==> src/rtl/fadd_arbiter.sv <==
// Round-robin front end that lets N_REQ requesters share a single Float32Add unit.
// One operation is in flight at a time; a watchdog aborts it if the adder never goes idle.
module fadd_arbiter #(
   parameter int unsigned N_REQ   = 4,
   parameter int unsigned TIMEOUT = 64
) (
   input  logic                 clk,
   input  logic                 nRST,
   input  logic [N_REQ-1:0]     req_valid,
   output logic [N_REQ-1:0]     req_ready,
   input  logic [32*N_REQ-1:0]  req_left,
   input  logic [32*N_REQ-1:0]  req_right,
   input  logic [N_REQ-1:0]     req_addsub,
   output logic [N_REQ-1:0]     resp_valid,
   output logic [31:0]          resp_sum,
   output logic [2:0]           resp_status,
   output logic                 err_timeout,
   output logic                 ctl_busy,
   output logic [31:0]          fa_left,
   output logic [31:0]          fa_right,
   output logic                 fa_addsub,
   output logic                 fa_load,
   input  logic [2:0]           fa_status,
   input  logic                 fa_busy,
   input  logic [31:0]          fa_sum
);

   localparam int unsigned      IW       = (N_REQ > 1) ? $clog2(N_REQ) : 1;
   localparam int unsigned      WW       = $clog2(TIMEOUT + 1);
   localparam logic [31:0]      NAN_SUM  = 32'h7FC0_0000;
   localparam logic [2:0]       NAN_STAT = 3'b100;
   localparam logic [N_REQ-1:0] ONE_HOT0 = {{(N_REQ-1){1'b0}}, 1'b1};

   typedef enum logic [2:0] {
      S_IDLE,
      S_LOAD,
      S_WAIT_BUSY,
      S_WAIT_DONE,
      S_RESP
   } state_t;

   state_t            r_state;
   logic [IW-1:0]     r_rr;
   logic [IW-1:0]     r_winner;
   logic [WW-1:0]     r_wd;
   logic              r_wb;

   logic [IW-1:0]     w_idx;
   logic [IW-1:0]     w_pick;
   logic              w_grant;
   logic              w_wd_expire;
   logic [31:0]       w_left;
   logic [31:0]       w_right;
   logic              w_addsub;
   logic [N_REQ-1:0]  w_win_oh;

   // First valid requester searching upward from r_rr+1; later k overwritten by earlier k
   always_comb begin
      w_idx  = '0;
      w_pick = '0;
      for (int k = N_REQ; k >= 1; k--) begin
         w_idx = IW'((32'(r_rr) + 32'(k)) % N_REQ);
         if (req_valid[w_idx]) w_pick = w_idx;
      end
   end

   always_comb begin
      w_left   = '0;
      w_right  = '0;
      w_addsub = 1'b0;
      for (int i = 0; i < N_REQ; i++) begin
         if (w_pick == IW'(i)) begin
            w_left   = req_left[i*32 +: 32];
            w_right  = req_right[i*32 +: 32];
            w_addsub = req_addsub[i];
         end
      end
   end

   assign w_grant     = nRST && (r_state == S_IDLE) && (|req_valid) && !fa_busy;
   assign req_ready   = w_grant ? (ONE_HOT0 << w_pick) : '0;
   assign w_win_oh    = ONE_HOT0 << r_winner;
   // Abort one cycle early so the forced response lands TIMEOUT cycles after fa_load
   assign w_wd_expire = (r_wd == WW'(TIMEOUT - 2));

   always_ff @(posedge clk) begin
      if (!nRST) begin
         r_state     <= S_IDLE;
         r_rr        <= IW'(N_REQ - 1);
         r_winner    <= '0;
         r_wd        <= '0;
         r_wb        <= 1'b0;
         resp_valid  <= '0;
         resp_sum    <= '0;
         resp_status <= '0;
         err_timeout <= 1'b0;
         ctl_busy    <= 1'b0;
         fa_left     <= '0;
         fa_right    <= '0;
         fa_addsub   <= 1'b0;
         fa_load     <= 1'b0;
      end else begin
         case (r_state)
            S_IDLE: begin
               if (w_grant) begin
                  fa_left   <= w_left;
                  fa_right  <= w_right;
                  fa_addsub <= w_addsub;
                  fa_load   <= 1'b1;
                  r_winner  <= w_pick;
                  r_rr      <= w_pick;
                  r_wd      <= '0;
                  ctl_busy  <= 1'b1;
                  r_state   <= S_LOAD;
               end
            end
            S_LOAD: begin
               fa_load <= 1'b0;
               r_wb    <= 1'b0;
               r_state <= S_WAIT_BUSY;
            end
            S_WAIT_BUSY: begin
               r_wd <= r_wd + WW'(1);
               if (w_wd_expire) begin
                  resp_sum    <= NAN_SUM;
                  resp_status <= NAN_STAT;
                  err_timeout <= 1'b1;
                  resp_valid  <= w_win_oh;
                  r_state     <= S_RESP;
               end else if (fa_busy || r_wb) begin
                  r_state <= S_WAIT_DONE;
               end else begin
                  r_wb <= 1'b1;
               end
            end
            S_WAIT_DONE: begin
               r_wd <= r_wd + WW'(1);
               if (!fa_busy) begin
                  resp_sum    <= fa_sum;
                  resp_status <= fa_status;
                  resp_valid  <= w_win_oh;
                  r_state     <= S_RESP;
               end else if (w_wd_expire) begin
                  resp_sum    <= NAN_SUM;
                  resp_status <= NAN_STAT;
                  err_timeout <= 1'b1;
                  resp_valid  <= w_win_oh;
                  r_state     <= S_RESP;
               end
            end
            S_RESP: begin
               resp_valid  <= '0;
               err_timeout <= 1'b0;
               ctl_busy    <= 1'b0;
               r_state     <= S_IDLE;
            end
            default: r_state <= S_IDLE;
         endcase
      end
   end

endmodule

==> config.mk <==
export PLATFORM = sky130hd
export DESIGN_NAME = fadd_arbiter
export DESIGN_NICKNAME = d
export VERILOG_FILES = /design/src/rtl/fadd_arbiter.sv
export SDC_FILE = /design/constraint.sdc
export NUM_CORES = 1
export LEC_CHECK = 0
export CAP_MARGIN = 15
export CORE_AREA = 8 8 154 156
export DETAILED_ROUTE_END_ITERATION = 7
export DIE_AREA = 0 0 162 164
export GPL_ROUTABILITY_DRIVEN = 0
export PLACE_DENSITY = 0.66
export SLEW_MARGIN = 20
export SYNTH_ARGS = -nofsm -noshare
export SYNTH_HDL_FRONTEND = slang
export SYNTH_SLANG_ARGS = --single-unit
==> constraint.sdc <==
create_clock -name clk -period 5.1 [get_ports clk]
set_input_delay 1.275 -clock clk [delete_from_list [all_inputs] [get_ports clk]]
set_output_delay 1.275 -clock clk [all_outputs]
set_load 0.01 [all_outputs]
* After elaboration in Yosys (flattened, before gate mapping)
Cells that the tools add are included.
** Storage, ports and cells
- Register bits after elaboration :: 122
- Input bits :: 302
- Output and inout bits :: 111
- Logic and storage cells :: 112
** Cells by class
- Add/subtract/negate cells :: 5
- $lt $le $gt $ge :: 4
- Eq/ne operators :: 14
- Shift-type cells :: 2
- Mux-type cells :: 51
- Reduce and logical (&&, ||, !) cells :: 22
** Operator list (number)
- 32-bit 2-to-1 mux :: 10
- 32-bit one-hot mux with 2 select lines :: 1
- 3-bit 2-to-1 mux :: 7
- 7-bit one-hot mux with 2 select lines :: 1
- 1-bit 2-to-1 mux :: 13
- 2-bit by 3-bit < comparator with 1-bit output, second input constant :: 4
- 4-bit 2-to-1 mux :: 3
- 3-bit one-hot mux with 4 select lines :: 1
- 4-bit one-hot mux with 3 select lines :: 1
- 2-bit AND reduction :: 5
- 2-bit nonzero test :: 5
- 1-bit binary-select mux with 2-bit select :: 4
- 2-bit 2-to-1 mux :: 4
- 2-bit != test, second input constant :: 4
- 1-bit by 2-bit left shift with 4-bit output, first input constant :: 2
- 7-bit by 1-bit adder with 7-bit output, second input constant :: 1
- 7-bit by 6-bit == test with 1-bit output, second input constant :: 1
- 7-bit 2-to-1 mux :: 1
- 3-bit by 2-bit == test with 1-bit output, second input constant :: 2
- 3-bit != test, second input constant :: 2
- 1-bit one-hot mux with 2 select lines :: 3
- 3-bit one-hot mux with 2 select lines :: 1
- 3-bit AND reduction :: 2
- 2-bit by 1-bit adder with 2-bit output, second input constant :: 2
- 14 further kinds :: 18

* Logic depth before layout (Yosys ltp)
- Word-level depth :: 12
- Gate-level depth with buffers :: 9
- Mapped depth without buffers :: 7

* Worst setup path before layout
OpenSTA, ideal clock, no wires.
- Kind :: input to output
- Start point :: input port req_valid[2]
- End point :: output port req_ready[0]
- Arrival time :: 2.620 ns
- Data required time :: 3.825 ns
- Path slack :: 1.205 ns
- Cell stages on the path :: 7
- Path buffers :: 3
- Path through :: buf_4 nand2b_1 o21ai_0 a211o_1 buf_2 buf_2 nor3_1
** Between the ends
- Longest elaborated chain between the ends :: 8
- Elaborated cells on any way between the ends :: 17
- Classes of those cells :: shift: 1; mux: 13; reduce/logical: 3
** RTL lines
- from (decl) :: line 9 : input logic [N_REQ-1:0] req_valid,
- 1-bit binary-select mux with 2-bit select :: line 63 : if (req_valid[w_idx]) w_pick = w_idx;
- 1-bit 2-to-1 mux (implied by the code) :: line 63
- 2-bit 2-to-1 mux (4 in a row) :: line 63
- 1-bit by 2-bit left shift with 4-bit output :: line 81 : assign req_ready = w_grant ? (ONE_HOT0 << w_pick) : '0;
- 4-bit 2-to-1 mux * :: line 81
- to (decl) :: line 10 : output logic [N_REQ-1:0] req_ready,
Mark *: on every way between the ends. The rest lies on a longest branch, timed or not. The select of a mux whose other input is x is not followed.

* Worst setup path after layout
- Start point :: input port req_valid[3]
- End point :: output port req_ready[0]
The elaborated chain is that of the path after synthesis.

==> flow_metrics.py <==
metrics = {
    "logic_synthesis": {
        "ys.flop_type": "dfxtp_1",
        "synth.distinct_cells": 59,
        "synth-seq-cells": 122,
        "synth_cells": 682,
        "syn_area_mm2": 0.00594,
        "syn_nets": 986,
        "synthAdderAreaFrac_pct": 0.421,
        "synthSimpleGateAreaFrac_pct": 13.3,
        "synth.area.mux_share_pct": 0.358,
        "ys_warn_count": 0,
        "seq_area_frac_synth_pct": 41.1,
        "synth-xor-area-share_pct": 0.295,
        "synth_top_family_by_area": "compound AO/OA/AOI/OAI gates",
        "async_reset_ff_share_pct": 0,
        "syn_avg_cell_area_um2": 8.71,
        "synth_compound_area_share_pct": 38.4,
        "synth_edf_count": 0,
    },
    "min_path": {
        "hold-path-endpoint": "resp_valid[3]$_SDFFE_PN0P_",
        "hold_class": "reg -> reg",
        "min_delay_path_depth": 2,
        "hold_start": "resp_valid[3]$_SDFFE_PN0P_",
    },
    "clock_network": {
        "htreeDepth": 4,
        "root_buffer": "clkbuf_16",
        "post_cts_buffers": 0,
        "postCtsHoldBufs": 0,
        "clock_sinks": 122,
        "cts_buffers": 17,
        "path_clk_slew_ps": 50,
        "cts.path.max_buffers": 2,
        "cts_tree": "done",
        "clk_latency_ps": 410,
        "post_cts_resized": 0,
    },
    "worst_setup_path": {
        "crit-reg2reg-capture": "fa_left[22]$_SDFFE_PN0P_",
        "cp_top_family": "buffers and inverters",
        "reg2reg_depth": 6,
        "critical_path_class": "in -> out",
        "cpPeakStageDelay_ps": 620,
        "r2r-start": "r_state[0]$_SDFFE_PN0P_",
        "rrSetupSlack_ps": 2240,
        "cp_num_buf_inv": 3,
        "slowest_stage": "clkdlybuf4s50_1",
        "end_kind": "output port",
        "critPathLaunch": "req_valid[3]",
        "cp-start-kind": "input port",
        "cp_cell_sequence": "clkdlybuf4s50_1 > buf_4 > and3b_1 > a31o_2 > nor2_1 > nor3_1 > clkdlybuf4s50_1",
        "worstPathRequired_ps": 3830,
        "path_common_cell": "clkdlybuf4s50_1",
        "worstPathMaxFanout": 7,
        "cp.arrival_ps": 3360,
    },
    "cells_and_area": {
        "layout-drive-gt1-share_pct": 8.33,
        "fin_util_pct": 51.0,
        "layout.nets": 1371,
        "layout_common_cells": "clkdlybuf4s50_1, dfxtp_1, a21oi_1",
        "multi_input_area_mm2": 0.00315,
        "fill_cells": 2041,
        "final_common_cell": "clkdlybuf4s50_1",
        "syn_to_final_growth_pct": 83.2,
        "final_cells": 1362,
        "ff_latch_area_mm2": 0.00244,
    },
    "sta": {
        "worstMarginPinSlew_ps": 970,
        "setup_viol": 0,
        "max_slew_margin_pct": 35.3,
        "max_freq_mhz": 216,
        "rsz0062_at_grt": "no",
        "fin_tns_setup_ps": 0,
        "hold_slack_ps": 449,
        "slew_violations": 0,
        "period_needed_ps": 4640,
        "hold_violations": 0,
        "post-route-period-util_pct": 90.9,
        "skew_ps": 11.8,
    },
    "die": {
        "core-area_mm2": 0.0214,
        "die_w_um": 162,
        "die-area_mm2": 0.0266,
        "die_h_um": 164,
        "placementRows": 54,
        "initial_utilization_pct": 27.8,
        "io_pins": 413,
    },
    "grt": {
        "gr-total-overflow": 0,
        "grt_pass1_vias": 7465,
        "grt_usage_pct": 20.8,
        "grt_pass1_wl_um": 43400,
        "grt_max_degree": 71,
        "antenna_found_initial": 2,
        "use_met2_pct": 36.1,
        "grtUsageMet3_pct": 7.24,
        "busiest_layer": "met2",
        "grtUsageMet1_pct": 23.2,
    },
    "route": {
        "via_per_inst": 5.27,
        "dr.pass1.iters": 6,
        "drt_iter0_markers": 605,
        "drcViolationCount": 0,
        "ant_nets": 0,
        "totalWireLength_um": 28700,
        "via_count": 7175,
        "wire_per_inst_um": 21.1,
    },
    "power_and_ir_drop": {
        "combinationalPowerShare_pct": 28.7,
        "switching_power_w": 0.000981,
        "power_density_mw_per_mm2": 305,
        "p_leak_nw": 3.87,
        "power_frac_seq_pct": 33.2,
        "vdd_ir_drop_max_v": 0.000192,
        "internal-power_w": 0.00234,
        "netSwitchingFraction_pct": 29.5,
        "pwr-share-clk_pct": 38.0,
    },
    "status": {
        "outcome": "finished, final reports clean",
    },
    "placed_design": {
        "port_buffers": 412,
        "hpwl_um": 21900,
        "numPlacedInstances": 1328,
    },
    "run": {
        "cap_violations": 0,
    },
}
[metal layers]
| layer | share of wire [%] | wire, um |
|---|---|---|
| met2 | 50 | 14200 |
| met4 | 2.6 | 735 |
| met3 | 8.3 | 2380 |
| met1 | 40 | 11400 |
| met5 | 0.045 | 13 |
[cells in the mapped netlist (11+ instances only)]
| library cell | count | area [um^2] |
|---|---|---|
| a221o_1 | 16 | 160 |
| nor3_1 | 40 | 200 |
| a22oi_1 | 26 | 195 |
| buf_2 | 22 | 110 |
| o21ai_0 | 62 | 310 |
| o211a_1 | 11 | 110 |
| nor2_1 | 69 | 259 |
| clkbuf_1 | 36 | 135 |
| dfxtp_1 | 122 | 2440 |
| o221a_2 | 11 | 124 |
| nand2_1 | 17 | 63.8 |
| o31ai_1 | 11 | 82.6 |
| a21oi_1 | 87 | 435 |
| a222oi_1 | 29 | 290 |
| nand3_1 | 14 | 70.1 |
| o221ai_1 | 19 | 166 |
[power groups by stage]
stage	clock network (W)	registers (W)	logic (W)
finish	0.00126	0.00110	0.000955
detailed placement	0	0.00112	0.000961
floorplan	0	0.00115	0.000396
global route	0.00134	0.00112	0.00104
CTS	0.00129	0.00110	0.000965
global placement	0	0.00112	0.000957
[worst reg2reg max path: cells and delay by family (launching register included)]
family / cells / cell delay, ps
compound gates: 2 / 720
buf+inv: 1 / 400
flops: 1 / 360
simple gates: 3 / 1320
[through the flow]
step,worst slack (ps),area [um^2],power [W]
3_3_place_gp,477,10300,0.00208
3_5_place_dp,476,10300,0.00208
4_1_cts,470,10900,0.00336
6_report,465,10900,0.00332
5_1_grt,355,10900,0.00349
2_1_floorplan,1200,5940,0.00154
[worst max-delay path by stage]
stage | endpoint | slack (ps) | cells past startpoint
detailed placement | req_ready[1] | 480 | 8
global route | req_ready[0] | 350 | 8
floorplan | req_ready[0] | 1200 | 7
finish | req_ready[0] | 460 | 7
CTS | req_ready[0] | 470 | 7
global placement | req_ready[0] | 480 | 8
[cell type report]
cell class	count	area share, %
diodes	2	0.0460
clock buffers	20	4.10
clock inverters	12	1.49
inverters	9	0.310
multi-input cells	481	28.9
flip-flops and latches	122	22.4
well taps	280	3.22
repair buffers	436	39.5
[sequential cells by signal, indices dropped and copies added (netlist names), 2 cells and up]
name         flops
fa_left         32
fa_right        32
resp_sum        32
r_wd             7
resp_valid       4
r_state          3
resp_status      3
r_rr             2
r_winner         2
[logic make-up after synthesis]
kind of cell | after synthesis
muxes | 2
DFF | 122
xor gates and xnor gates | 2
adders and majority gates | 2
AOI/OAI and AO/OA | 308
and+or+nand+nor | 167
buffers and inverters | 79
Note: power is estimated with default switching activity, not from simulation.
